File: config.mk
export PLATFORM = sky130hd
export DESIGN_NAME = tuner_cmd_sequencer
export DESIGN_NICKNAME = d
export VERILOG_FILES = /design/src/rtl/tuner_cmd_sequencer.sv
export SDC_FILE = /design/constraint.sdc
export NUM_CORES = 1
export LEC_CHECK = 0
export CORE_UTILIZATION = 25
export CTS_BUF_LIST = sky130_fd_sc_hd__clkbuf_16
export DETAILED_ROUTE_END_ITERATION = 10
export GPL_ROUTABILITY_DRIVEN = 0
export GPL_TIMING_DRIVEN = 0
export PLACE_DENSITY_LB_ADDON = 0.15
export SYNTH_ARGS = -nofsm -noshare
export SYNTH_HDL_FRONTEND = slang
export SYNTH_SLANG_ARGS = --single-unit
File: constraint.sdc
create_clock -name clk -period 4.16 [get_ports clk]
set_clock_uncertainty 0.1 [all_clocks]
set_input_delay 0.832 -clock clk [delete_from_list [all_inputs] [get_ports clk]]
set_output_delay 0.832 -clock clk [all_outputs]
set_load 0.01 [all_outputs]
File: src/rtl/tuner_cmd_sequencer.sv
// tuner_cmd_sequencer
// Host-side initiator that walks a tuner controller through INIT -> SEARCH -> LOCK,
// bounds every command with a timeout, retries failed bring-ups and issues UNLOCK
// on abort. All outputs are registered: the combinational block computes the
// next value of every output and the state register captures it.

module tuner_cmd_sequencer #(
    parameter int TIMEOUT_WIDTH = 16,
    parameter int MAX_RETRY     = 3,
    parameter int RETRY_WIDTH   = 2
) (
    input  logic                     clk,
    input  logic                     rst_n,
    input  logic                     start_i,
    input  logic                     abort_i,
    input  logic [TIMEOUT_WIDTH-1:0] timeout_cycles_i,
    output logic [4:0]               cmd_o,
    output logic                     cmd_valid_o,
    input  logic                     cmd_ready_i,
    input  logic [4:0]               state_i,
    output logic                     busy_o,
    output logic                     locked_o,
    output logic                     error_o,
    output logic [1:0]               err_code_o,
    output logic [RETRY_WIDTH-1:0]   retry_cnt_o
);

    typedef enum logic [4:0] {
        CMD_INIT   = 5'd0,
        CMD_SEARCH = 5'd1,
        CMD_LOCK   = 5'd2,
        CMD_UNLOCK = 5'd3
    } tuner_cmd_e;

    typedef enum logic [4:0] {
        ST_IDLE   = 5'd0,
        ST_ACTIVE = 5'd1,
        ST_DONE   = 5'd2,
        ST_ERROR  = 5'd3
    } tuner_state_e;

    typedef enum logic [2:0] {
        SEQ_IDLE,
        SEQ_ISSUE,
        SEQ_WAIT,
        SEQ_LOCKED,
        SEQ_FAIL
    } seq_state_e;

    typedef enum logic [1:0] {
        ERR_NONE    = 2'd0,
        ERR_TIMEOUT = 2'd1,
        ERR_TUNER   = 2'd2,
        ERR_RETRIES = 2'd3
    } err_code_e;

    localparam logic [RETRY_WIDTH-1:0]   RETRY_LIMIT = RETRY_WIDTH'(MAX_RETRY);
    localparam logic [TIMEOUT_WIDTH-1:0] TIMER_MAX   = '1;

    seq_state_e                 state_q, state_d;
    tuner_cmd_e                 stage_q, stage_d;
    logic                       abort_pend_q, abort_pend_d;
    logic                       armed_q, armed_d;
    logic [TIMEOUT_WIDTH-1:0]   timer_q, timer_d;

    logic                       cmd_valid_d;
    logic                       busy_d;
    logic                       locked_d;
    logic                       error_d;
    logic [1:0]                 err_code_d;
    logic [RETRY_WIDTH-1:0]     retry_d;

    logic                       xfer;
    logic                       fail;
    logic [1:0]                 fail_code;
    logic                       done_seen;
    logic                       err_seen;
    logic                       timed_out;

    // Next-state and next-output computation for the sequencer.
    always_comb begin
        // NOTE: every variable gets a default before the case so no path leaves
        // it unassigned; a missing default here would infer a latch.
        state_d      = state_q;
        stage_d      = stage_q;
        abort_pend_d = abort_pend_q;
        armed_d      = armed_q;
        timer_d      = timer_q;
        locked_d     = locked_o;
        error_d      = error_o;
        err_code_d   = err_code_o;
        retry_d      = retry_cnt_o;
        fail         = 1'b0;
        fail_code    = ERR_NONE;

        xfer      = cmd_valid_o && cmd_ready_i;
        // DONE/ERROR only count once ACTIVE has been seen for this command, so a
        // DONE left over from the previous command cannot advance the sequence.
        done_seen = armed_q && (state_i == ST_DONE);
        err_seen  = armed_q && (state_i == ST_ERROR);
        timed_out = (timeout_cycles_i != '0) && (timer_q == timeout_cycles_i);

        case (state_q)
            SEQ_IDLE: begin
                if (start_i && !abort_i) begin
                    state_d      = SEQ_ISSUE;
                    stage_d      = CMD_INIT;
                    retry_d      = '0;
                    err_code_d   = ERR_NONE;
                    abort_pend_d = 1'b0;
                end
            end

            SEQ_ISSUE: begin
                if (abort_i && stage_q != CMD_UNLOCK) begin
                    abort_pend_d = 1'b1;
                end
                if (xfer) begin
                    // A pending abort replaces the WAIT phase with an UNLOCK.
                    if ((abort_pend_q || abort_i) && stage_q != CMD_UNLOCK) begin
                        stage_d      = CMD_UNLOCK;
                        abort_pend_d = 1'b0;
                    end else begin
                        state_d = SEQ_WAIT;
                        timer_d = '0;
                        armed_d = 1'b0;
                    end
                end
            end

            SEQ_WAIT: begin
                if (timer_q != TIMER_MAX) begin
                    timer_d = timer_q + TIMEOUT_WIDTH'(1);
                end
                if (state_i == ST_ACTIVE) begin
                    armed_d = 1'b1;
                end
                if (abort_i && stage_q != CMD_UNLOCK) begin
                    state_d = SEQ_ISSUE;
                    stage_d = CMD_UNLOCK;
                end else if (timed_out) begin
                    fail      = 1'b1;
                    fail_code = ERR_TIMEOUT;
                end else if (err_seen) begin
                    fail      = 1'b1;
                    fail_code = ERR_TUNER;
                end else if (done_seen) begin
                    case (stage_q)
                        CMD_INIT: begin
                            state_d = SEQ_ISSUE;
                            stage_d = CMD_SEARCH;
                        end
                        CMD_SEARCH: begin
                            state_d = SEQ_ISSUE;
                            stage_d = CMD_LOCK;
                        end
                        CMD_LOCK: begin
                            state_d  = SEQ_LOCKED;
                            locked_d = 1'b1;
                        end
                        default: begin
                            state_d = SEQ_IDLE;
                        end
                    endcase
                end
            end

            SEQ_LOCKED: begin
                if (abort_i) begin
                    state_d  = SEQ_ISSUE;
                    stage_d  = CMD_UNLOCK;
                    locked_d = 1'b0;
                end else if (state_i == ST_ERROR) begin
                    locked_d  = 1'b0;
                    fail      = 1'b1;
                    fail_code = ERR_TUNER;
                end
            end

            SEQ_FAIL: begin
                if (abort_i) begin
                    state_d      = SEQ_ISSUE;
                    stage_d      = CMD_UNLOCK;
                    error_d      = 1'b0;
                    abort_pend_d = 1'b0;
                end else if (start_i) begin
                    state_d      = SEQ_ISSUE;
                    stage_d      = CMD_INIT;
                    retry_d      = '0;
                    err_code_d   = ERR_NONE;
                    error_d      = 1'b0;
                    abort_pend_d = 1'b0;
                end
            end

            default: begin
                state_d = SEQ_IDLE;
            end
        endcase

        // Shared failure handling: UNLOCK never retries, otherwise restart at
        // INIT until the retry budget is spent.
        if (fail) begin
            if (stage_q == CMD_UNLOCK) begin
                state_d    = SEQ_IDLE;
                err_code_d = fail_code;
            end else if (retry_cnt_o < RETRY_LIMIT) begin
                retry_d    = retry_cnt_o + RETRY_WIDTH'(1);
                state_d    = SEQ_ISSUE;
                stage_d    = CMD_INIT;
                err_code_d = fail_code;
            end else begin
                state_d    = SEQ_FAIL;
                error_d    = 1'b1;
                err_code_d = ERR_RETRIES;
            end
        end

        // Valid drops for one cycle after every transfer, even when the next
        // command (an abort-driven UNLOCK) follows straight on.
        cmd_valid_d = (state_d == SEQ_ISSUE) && !xfer;
        busy_d      = (state_d == SEQ_ISSUE) || (state_d == SEQ_WAIT);
    end

    // State and registered-output update.
    always_ff @(posedge clk or negedge rst_n) begin
        if (!rst_n) begin
            state_q      <= SEQ_IDLE;
            stage_q      <= CMD_INIT;
            abort_pend_q <= 1'b0;
            armed_q      <= 1'b0;
            timer_q      <= '0;
            cmd_o        <= CMD_INIT;
            cmd_valid_o  <= 1'b0;
            busy_o       <= 1'b0;
            locked_o     <= 1'b0;
            error_o      <= 1'b0;
            err_code_o   <= ERR_NONE;
            retry_cnt_o  <= '0;
        end else begin
            // NOTE: non-blocking assignments so every register samples the
            // pre-edge values regardless of statement order.
            state_q      <= state_d;
            stage_q      <= stage_d;
            abort_pend_q <= abort_pend_d;
            armed_q      <= armed_d;
            timer_q      <= timer_d;
            cmd_o        <= stage_d;
            cmd_valid_o  <= cmd_valid_d;
            busy_o       <= busy_d;
            locked_o     <= locked_d;
            error_o      <= error_d;
            err_code_o   <= err_code_d;
            retry_cnt_o  <= retry_d;
        end
    end

endmodule

# Word-level counts from Yosys, hierarchy flattened
# Index checks and enable logic that the tools add are counted.
dict set report word_totals {
  ff_bits 34
  in_bits 26
  out_inout_bits 13
  elab_cells 154
}
dict set report op_classes {
  n_addsub 2
  magnitude_cmp 1
  eq_ne 30
  mux 85
  reduce_logical 25
}
# op n
set ops {}
lappend ops {{$mux 5} 13}
lappend ops {{$mux 16} 3}
lappend ops {{$mux 3} 13}
lappend ops {{$mux 2} 17}
lappend ops {{$pmux 16 s2} 1}
lappend ops {{$mux 1} 27}
lappend ops {{$pmux 5 s5} 1}
lappend ops {{$eq 5x2->1 const B} 4}
lappend ops {{$ne 2x2->1 const B} 10}
lappend ops {{$add 16x1->16 const B} 1}
lappend ops {{$eq 16x16->1} 1}
lappend ops {{$ne 16x16->1 const B} 1}
lappend ops {{$pmux 2 s2} 4}
lappend ops {{$reduce_bool 16->1} 1}
lappend ops {{$ne 3x3->1 const B} 5}
lappend ops {{$pmux 3 s5} 1}
lappend ops {{$reduce_and 4->1} 3}
lappend ops {{$eq 5x1->1 const B} 2}
lappend ops {{$pmux 5 s2} 1}
lappend ops {{$eq 3x2->1 const B} 3}
lappend ops {{$logic_and 1x1->1} 8}
lappend ops {{$reduce_and 7->1} 1}
lappend ops {{$eq 3x1->1 const B} 2}
lappend ops {{$pmux 1 s2} 3}
lappend ops {{other kinds (13)} 17}

# Longest topological paths before layout
dict set report depth {
  depth_word 11
  mapped_depth 8
  depth_no_buf 8
}

# Worst setup path after synthesis
# Ideal clock, no wire load.
dict set report synth_timing {
  path_type {input to register}
  from {in state_i[3]}
  to {reg retry_cnt_o[1]}
  setup_time_ns 0.118
  arrival_ns 2.298
  required_ns 3.942
  slack_ns 1.644
  cell_stages 7
  n_path_buf 0
  path_cell_list {nor4b_1 o211ai_1 or3b_4 o21ai_4 nand2_4 and3_1 a21o_1}
}
dict set report synth_between {
  elab_chain_len 7
  elab_cells_between_ends 9
  cone_classes {eq/ne (1); mux (7); reduce/logical (1)}
}
# item line
set synth_rtl {}
lappend synth_rtl {{from (decl)} 20} ;# input logic [4:0] state_i,
lappend synth_rtl {{$eq 5x2->1 *} {100, 173}}
lappend synth_rtl {{$logic_and 1x1->1} 100} ;# err_seen = armed_q && (state_i == ST_ERROR);
lappend synth_rtl {{$mux 1} 144} ;# end else if (err_seen) begin
lappend synth_rtl {{$mux 1} 141} ;# end else if (timed_out) begin
lappend synth_rtl {{$mux 1} 138} ;# if (abort_i && stage_q != CMD_UNLOCK) begin
lappend synth_rtl {{$pmux 1 s2 *} 103} ;# case (state_q)
lappend synth_rtl {{$mux 2 *} 203} ;# if (fail) begin
lappend synth_rtl {{named net retry_d[1]} 71} ;# logic [RETRY_WIDTH-1:0] retry_d;
lappend synth_rtl {{to (signal assigned)} 254} ;# retry_cnt_o <= retry_d;
lappend synth_rtl {{to (decl)} 25} ;# output logic [RETRY_WIDTH-1:0] retry_cnt_o
# Mark *: on every way through the listed nets, which the timed path passes. The rest lies on a longest branch.
# A chain may end at the register's enable or synchronous reset.

# Worst setup path after layout
dict set report layout_timing {
  from {in timeout_cycles_i[3]}
  to {reg busy_o}
}
dict set report layout_between {
  elab_chain_len 8
  elab_cells_between_ends 13
  cone_classes {eq/ne (3); mux (7); reduce/logical (3)}
}
# item line
set layout_rtl {}
lappend layout_rtl {{from (decl)} 16} ;# input logic [TIMEOUT_WIDTH-1:0] timeout_cycles_i,
lappend layout_rtl {{$eq 16x16->1 or $reduce_bool 16->1 (tied branches)} 101} ;# timed_out = (timeout_cycles_i != '0) && (timer_q == timeout_cycles_i);
lappend layout_rtl {{$logic_and 1x1->1 *} 101}
lappend layout_rtl {{$mux 3 or $mux 1 (tied branches)} 141}
lappend layout_rtl {{$mux 3 or $mux 1 (tied branches)} 138}
lappend layout_rtl {{$pmux 3 s5 or $pmux 1 s2 (tied branches)} 103}
lappend layout_rtl {{$mux 3 *} 203}
lappend layout_rtl {{named net state_d[1]} 60} ;# seq_state_e state_q, state_d;
lappend layout_rtl {{$eq 3x1->1 or $eq 3x2->1 (tied branches)} 222} ;# busy_d = (state_d == SEQ_ISSUE) || (state_d == SEQ_WAIT);
lappend layout_rtl {{$logic_or 1x1->1 *} 222}
lappend layout_rtl {{named net busy_d} 67} ;# logic busy_d;
lappend layout_rtl {{to (signal assigned)} 250} ;# busy_o <= busy_d;
lappend layout_rtl {{to (decl)} 21} ;# output logic busy_o,
# Marked as above.

==> flow_summary.toml <==
[timing]
setup_ws_ps = 988
setup_tns_ps = 0
slew_viol_final = 0
hold_viol_final = 0
tightest_slew_ps = 797
fmax_mhz = 315
rsz0062_at_grt = "no"
final-setup-viol-count = 0
max-slew-margin-rel_pct = 46.8
fin_crit_sh_pct = 76.3
finalCriticalPeriod_ps = 3170

[yosys]
ys_seq_elements = 34
async_reset_ff_share_pct = 100
synth_nets = 280
syn_area_um2 = 2180
yosysWarnings = 0
synthFlopType = "dfrtp_1"
synth_cell_types = 51
syn_inst = 252
synth_edf_count = 0
syn-mean-instance-area_um2 = 8.66
ys_seq_area_share_pct = 39.0

[layout]
area_growth_pct = 29.3
multiInputGateArea_um2 = 1290
drive_gt1_share_pct = 6.73
nets = 325
regArea_um2 = 851
fill_cells = 887
final_cell_mix = "nor2_1 (37), clkdlybuf4s50_1 (37), dfrtp_1 (34)"
num_antenna_cells = 0

[place]
place_hpwl_um = 4510
numPortBuffers = 38
dp_slack_ps = 743

[power]
vdd_drop_max_mv = 0.167
powerDensity_nw_per_um2 = 561
leakage_nw = 1.08

[routing]
routed_wl_um = 5750
antenna_left = 0
routedWlPerCell_um = 14.3
drcViolationCount = 0
vias_per_cell = 4.78
num_vias = 1922
dr.pass1.iters = 4
drt_iter0_drc = 75

[setup_path]
endpoint_kind = "register"
path_cells = "clkdlybuf4s50_1, nor4_1, nand4_1, nor3b_1, a21oi_1, nand2_1, a221oi_2, xnor2_1"
max_stage_delay_ps = 540
worstPathMaxFanout = 4
critPathArrivalTime_ps = 3230
critPathSlowestCell = "nor4_1"
start_kind = "input port"
critPathKind = "input port to register"
worst_ep_required_time_ps = 4210

[clocking]
cts_buffer_depth = 2
clk_latency_ps = 280
cts_setup_buffers = 0
tritoncts = "done"
htree_num_levels = 2
postCtsHoldBufs = 0
path_clk_slew_ps = 60
cts-buffers-inserted = 5
cts-resized-gates = 0
cts-root-buf = "clkbuf_16"
cts.sink_count = 34

[global_routing]
grt_pass1_wl_um = 9420
grt_overflow = 0
grt_start_max_net_pins = 35
grt_use_total_pct = 13.8
antenna_found_initial = 0
grt_pass1_vias = 1916

[worst_hold_path]
hold_class = "register to register"

[status]
run_status = "complete, no violations"

[floorplanning]
core_area_um2 = 8340
placementRows = 33
dieHeight_um = 95.4
die_area_um2 = 9110
initial_utilization_pct = 26.2
die_x_um = 95.4
io_pins = 39

[run]
maxCapViolations = 0
[power by group]
| group | switching (W) | internal, W | leakage (nW) |
|---|---|---|---|
| sequential | 0.000155 | 0.000451 | 0.450 |
| combinational | 0.000330 | 0.000302 | 0.559 |
| clock | 0.000130 | 0.000214 | 0.0723 |
| total | 0.000615 | 0.000967 | 1.08 |
[Yosys cell counts, drive strengths merged, types with 3 or more instances]
| library cell | number | area share, % |
|---|---|---|
| xnor2 | 27 | 11 |
| and4 | 3 | 1.2 |
| nor4 | 6 | 2.4 |
| nor3 | 8 | 1.8 |
| xor2 | 4 | 1.6 |
| inv | 3 | 0.52 |
| and2 | 5 | 1.4 |
| nor2 | 37 | 6.4 |
| and3 | 6 | 1.8 |
| nand4 | 7 | 2.0 |
| dfrtp | 34 | 39 |
| nand3 | 10 | 2.3 |
| nand2b | 4 | 1.1 |
| o21a | 4 | 1.4 |
| nand2 | 28 | 5.2 |
| clkbuf | 4 | 0.69 |
| a211oi | 4 | 1.6 |
| or2 | 3 | 0.86 |
| o21ai | 13 | 3.7 |
| a21oi | 14 | 3.2 |
[per-layer routing]
metal	vias to the layer above	wire length [um]	global-route usage [%]
met5	-	0	0
li1	985	-	-
met4	0	112	4.73
met1	887	2710	17.2
met3	11	189	2.55
met2	39	2740	23.6
[worst max-delay path, delay by kind of cell]
kind            cells  cell delay (ps)
buf+inv             1              450
xor+xnor            1              110
simple gates        4             1150
compound gates      2              670
[per-stage QoR]
step / cell area (um^2) / hold slack, ps / total power, W / instances / util (%)
2_1_floorplan: 2180 / 385 / 0.00102 / 252 / -
3_3_place_gp: 2690 / 387 / 0.00125 / 395 / 32.3
3_5_place_dp: 2690 / 401 / 0.00125 / 395 / 32.2
4_1_cts: 2820 / 412 / 0.00160 / 402 / 33.8
5_1_grt: 2820 / 438 / 0.00171 / 402 / 33.8
6_report: 2820 / 402 / 0.00158 / 402 / 33.8
[cell families (layout without fill, tap and decap cells)]
logic type,Yosys count,count (layout),synth area share [%]
adders and majority gates,2,2,1.15
buffers and inverters,9,54,1.78
AOI/OAI and AO/OA,46,46,14.3
muxes,1,1,0.459
and+or+nand+nor,129,129,30.9
DFF,34,34,39.0
xor gates and xnor gates,31,31,12.4
[registers in the layout, summed over array words and instances (netlist names)]
register / flops
state_q: 3
error_o: 1
armed_q: 1
locked_o: 1
stage_q: 5
retry_cnt_o: 2
err_code_o: 2
timer_q: 16
cmd_valid_o: 1
busy_o: 1
abort_pend_q: 1
[worst paths after layout]
kind,startpoint,to,slack (ps),cells past startpoint
setup / recovery,timeout_cycles_i[3],busy_o,990,8
hold / removal,cmd_valid_o,cmd_valid_o,400,1
setup reg to reg,state_q[2],timer_q[5],1750,7
hold reg to reg,cmd_valid_o,cmd_valid_o,400,1
max in group asynchronous,rst_n,timer_q[12],2910,1
min in group asynchronous,rst_n,stage_q[3],540,1
[final cells by class]
type,count,area share (%)
plain buffers,6,0.976
clock buffers,5,4.43
clock inverters,2,0.266
inverters,3,0.399
multi-input cells,209,45.8
flip-flops and latches,34,30.2
well taps,105,4.66
repair buffers,38,13.3
Power figures use the tool's default switching activity.
